==> src/rtl/timer_match_ctrl.sv <==
// timer_match_ctrl: prescaled up-counter with compare match, pulse + sticky irq.
// States: IDLE (frozen), RUN (counting), HOLD (one-shot done, count parked at cmp_r).
module timer_match_ctrl #(
  parameter int N  = 12,
  parameter int PW = 8
) (
  input  logic          clk,
  input  logic          rst,
  input  logic          cfg_we,
  input  logic [N-1:0]  cfg_cmp,
  input  logic [PW-1:0] cfg_presc,
  input  logic          cfg_periodic,
  input  logic          start,
  input  logic          stop,
  input  logic          irq_ack,
  output logic [N-1:0]  count,
  output logic          running,
  output logic          match,
  output logic          irq,
  output logic          overrun
);

  typedef enum logic [1:0] {IDLE, RUN, HOLD} state_t;

  state_t        state, state_n;
  logic [N-1:0]  cmp_r, count_n;
  logic [PW-1:0] presc_r, pc, pc_n;
  logic          periodic_r;
  logic [N:0]    diff;
  logic          eq, tick, hit;

  // Equality by subtraction: zero difference with no borrow out.
  assign diff = {1'b0, count} - {1'b0, cmp_r};
  assign eq   = ~diff[N] && (diff[N-1:0] == '0);
  assign tick = (state == RUN) && (pc == presc_r);

  // State register.
  always_ff @(posedge clk or posedge rst) begin
    if (rst) state <= IDLE;
    else     state <= state_n;
  end

  // Next state and datapath updates; stop outranks start and any same-cycle tick.
  always_comb begin
    state_n = state;
    count_n = count;
    pc_n    = pc;
    hit     = 1'b0;
    if (stop) begin
      state_n = IDLE;
      pc_n    = '0;
    end else if (start && state != RUN) begin
      state_n = RUN;
      count_n = '0;
      pc_n    = '0;
    end else if (state == RUN) begin
      if (tick) begin
        pc_n = '0;
        if (eq) begin
          hit = 1'b1;
          if (periodic_r) count_n = '0;
          else            state_n = HOLD;
        end else begin
          count_n = count + 1'b1;
        end
      end else begin
        pc_n = pc + 1'b1;
      end
    end
  end

  // Datapath, config and flag registers.
  always_ff @(posedge clk or posedge rst) begin
    if (rst) begin
      count      <= '0;
      pc         <= '0;
      cmp_r      <= '0;
      presc_r    <= '0;
      periodic_r <= 1'b0;
      match      <= 1'b0;
      irq        <= 1'b0;
      overrun    <= 1'b0;
      running    <= 1'b0;
    end else begin
      count   <= count_n;
      pc      <= pc_n;
      match   <= hit;
      running <= (state_n == RUN);
      // Config is locked while counting so a run always sees consistent values.
      if (cfg_we && state != RUN) begin
        cmp_r      <= cfg_cmp;
        presc_r    <= cfg_presc;
        periodic_r <= cfg_periodic;
      end
      // A new match wins over ack so no event is lost.
      if (hit)          irq <= 1'b1;
      else if (irq_ack) irq <= 1'b0;
      // Ack wins over a coincident overrun.
      if (irq_ack)         overrun <= 1'b0;
      else if (hit && irq) overrun <= 1'b1;
    end
  end

endmodule

==> config.mk <==
export PLATFORM = sky130hd
export DESIGN_NAME = timer_match_ctrl
export DESIGN_NICKNAME = d
export VERILOG_FILES = /design/src/rtl/timer_match_ctrl.sv
export SDC_FILE = /design/constraint.sdc
export NUM_CORES = 1
export LEC_CHECK = 0
export ABC_AREA = 1
export CELL_PAD_IN_SITES_DETAIL_PLACEMENT = 0
export CELL_PAD_IN_SITES_GLOBAL_PLACEMENT = 2
export CORE_MARGIN = 1.5
export CORE_UTILIZATION = 35
export CTS_BUF_LIST = sky130_fd_sc_hd__clkbuf_8
export CTS_CLUSTER_DIAMETER = 60
export CTS_CLUSTER_SIZE = 24
export DETAILED_ROUTE_END_ITERATION = 7
export GPL_TIMING_DRIVEN = 1
export PLACE_DENSITY_LB_ADDON = 0.1
export RECOVER_POWER = 100
export SKIP_CTS_REPAIR_TIMING = 1
export SLEW_MARGIN = 0
export SYNTH_ARGS = -nofsm -noshare
export SYNTH_HDL_FRONTEND = slang
export SYNTH_SLANG_ARGS = --single-unit
==> constraint.sdc <==
create_clock -name clk -period 4.6 [get_ports clk]
set_input_delay 0.92 -clock clk [delete_from_list [all_inputs] [get_ports clk]]
set_output_delay 0.92 -clock clk [all_outputs]
set_load 0.03 [all_outputs]
==> run_results.csv <==
group,metric,value,unit
grt,grt_pass1_wl,13.2,mm
cts,clkLatencyLatePin,0.31,ns
setup_path,worst_path_max_delay_cell,"nand2_1",
pwr,vdd_drop_max,0.000164,V
finish,fin_util,42.8,%
run_status,violations,"max-capacitance violations, max-slew violations",
worst_hold_path,holdPathStages,2,
drt,drc_errors,0,
setup_path,critPathArrivalTime,3.37,ns
grt,grt_pass1_vias,2697,
drt,drtIter0Drc,119,
synth,ys_async_sr_fraction,100,%
synth,syn_avg_cell_area,7.62,µm²
cts,root_buffer,"clkbuf_8",
setup_path,start_kind,"flop",
pwr,clock_power_share,28.4,%
setup_path,reg2reg_depth,15,
finish,layout.nets,496,
pwr,p_switching,383,µW
drt,vias_per_cell,4.79,
place,hpwl,6.09,mm
grt,grt_overflow_total,0,
worst_hold_path,hold_path_class,"reg2reg",
timing,fmax,313,MHz
setup_path,r2r_start,"count[0]$_DFFE_PP0P_",
place,placed_cell_area,3640,µm²
pwr,seq_power_share,43.2,%
pwr,leakagePower,1.83,nW
synth,synth_area,3110,µm²
pwr,power.density,303,nW/µm²
cts,cts_buffers,5,
timing,rsz0062_at_grt,"no",
synth,yosysWarnings,0,
drt,routed_wl,7.75,mm
synth,synth_flop_cell,"dfrtp_1",
finish,postLayoutCellArea,3710,µm²
cts,cts_tree,"built",
timing,finalSetupViolCount,0,
worst_hold_path,hp-start,"cmp_r[8]$_DFFE_PP0P_",
synth,ys_seq_elements,47,
floorplan,core.rowCount,34,
synth,ys_seq_area_share,37.8,%
timing,fin_tns_setup,0,ns
run_status,outcome,"complete, but fails checks",
cts,clock_tree.buffer_depth,2,
floorplan,die_x,97.3,µm
grt,grtUsageTotal,17.4,%
grt,antenna_found_initial,0,
place,io_buffers,42,
setup_path,end_kind,"flop",
timing,period_needed,3.20,ns
setup_path,worstPathRequired,4.77,ns
cts,cts.clk_slew.worst_paths,0.10,ns
pwr,p_int,742,µW
drt,dr_total_vias,2696,
timing,slew_viol_final,48,
floorplan,die_h,97.3,µm
timing,holdWs,0.517,ns
timing,finalHoldViolations,0,
synth,syn_nets,450,
timing,tightest_slew,1.83,ns
setup_path,path_cells,"inv_1 -> ha_1 -> fa_1 -> inv_1 -> nand3_1 -> nand3_1 -> nand2_1 -> nor2_1 -> nand2_1 -> nor2_1 -> nand2_2 -> nor3_1 -> nand4_4 -> nand2_1 -> o21ai_0",
floorplan,pin_count,43,
synth,syn_inst,408,
timing,fin_skew,0.0101,ns
setup_path,cp_slowest_stage_delay,0.53,ns
floorplan,fp.dieArea,9460,µm²
setup_path,setup.worst_path.start,"count[0]$_DFFE_PP0P_",
finish,syn_to_final_growth,19.4,%
finish,drive_above_1_share,8.79,%
setup_path,crit_top_cell,"nand2_1",
job,drv_cap,1,
grt,grt_start_max_net_pins,48,
pwr,finalPower,1.13,mW
pwr,pwr-share-comb,28.5,%
setup_path,cp_max_fo,16,
pwr,swShare,34.1,%
synth,synth.distinct_cells,35,
cts,cts_sinks,47,
synth,synth_edf_count,0,
floorplan,coreArea,8680,µm²
timing,post-route-period-util,69.5,%
floorplan,initial_utilization,35.8,%
timing,relSlewSlack,-22.3,%
drt,antenna_left,0,
finish,n_antenna_cell,0,
drt,routedWlPerCell,13.8,µm
drt,firstDrtPassIters,4,
cts,h-tree-depth,2,
place,gp_congestion,0.849,
setup_path,worst-setup-path-type,"reg2reg",
## metal layers
metal	vias to the layer above	wire (µm)	GRT usage (%)	part of all wire, %
met5	-	0	0	0
li1	1406	-	-	-
met2	31	3340	25.7	43
met4	0	91	4.73	1.2
met3	7	177	2.52	2.3
met1	1252	4140	26.4	53
## final cells by class
class | count | area (µm²)
clock buffers | 5 | 68.8
inverters | 64 | 240
well taps | 108 | 135
repair buffers | 43 | 424
multi-input cells | 293 | 1620
clock inverters | 3 | 46.3
flip-flops and latches | 47 | 1180
fillers | 894 | 4960
## final timing paths
check,slack (ns),end
setup / recovery,1.40,count[3]$_DFFE_PP0P_
hold reg to reg,0.52,cmp_r[8]$_DFFE_PP0P_
setup reg to reg,1.40,count[3]$_DFFE_PP0P_
min in group asynchronous,1.63,count[0]$_DFFE_PP0P_
hold / removal,0.52,cmp_r[8]$_DFFE_PP0P_
max in group asynchronous,1.90,cmp_r[8]$_DFFE_PP0P_
## synth_stat cells, types with 4 or more instances
cell type	number	share of area (%)
mux2_2	7	2.5
nand4_1	11	2.2
nand2_1	76	9.2
dfrtp_1	47	38
a21oi_1	25	4.0
xor2_1	15	4.2
inv_1	62	7.5
nor2_1	55	6.6
nand3_1	30	4.8
o22ai_1	7	1.4
nand2_2	16	3.2
nor3_1	6	0.97
o21ai_0	4	0.64
ha_1	14	5.6
## flip-flops by register name, summed over array words and instances, names as in the netlist
register,flops
overrun,1
running,1
state,2
presc_r,8
cmp_r,12
match,1
irq,1
pc,8
periodic_r,1
count,12
## kinds of logic after synthesis
group | Yosys count | share of synthesized area, %
adders and majority gates | 15 | 6.28
xor gates and xnor gates | 16 | 4.51
AOI/OAI and AO/OA | 45 | 8.41
and+or+nand+nor | 210 | 31.7
DFF | 47 | 37.8
buffers and inverters | 68 | 8.73
muxes | 7 | 2.53
## critical path, delay by kind of cell (launching register included)
kind                     cells  cell delay (ns)
buffers and inverters        2             0.19
flip-flops                   1             0.42
AO/OA/AOI/OAI                1             0.18
adder cells (fa/ha/maj)      2             0.64
AND/OR/NAND/NOR             10             1.64
## power by group through the flow
stage | Combinational, mW | Clock, mW | Sequential, mW
3_3_place_gp | 0.334 | 0 | 0.494
5_1_grt | 0.362 | 0.346 | 0.493
4_1_cts | 0.337 | 0.328 | 0.487
6_report | 0.320 | 0.320 | 0.486
3_5_place_dp | 0.334 | 0 | 0.495
2_1_floorplan | 0.216 | 0 | 0.505
## cells in the final DEF (no fill, tap or decap), types with 15 or more instances in the layout
cell type        count
nand2_1             77
nand2_2             16
nor2_1              56
nand3_1             31
clkdlybuf4s50_1     23
dlygate4sd3_1       19
a21oi_1             25
dfrtp_1             47
xor2_1              15
inv_1               63
## per-stage QoR
stage	std cells	worst slack (ns)
6_report	563	1.40
5_1_grt	563	1.04
4_1_cts	563	1.84
3_5_place_dp	555	1.85
3_3_place_gp	555	1.88
2_1_floorplan	408	2.00
Note: power is estimated with default switching activity, not from simulation.
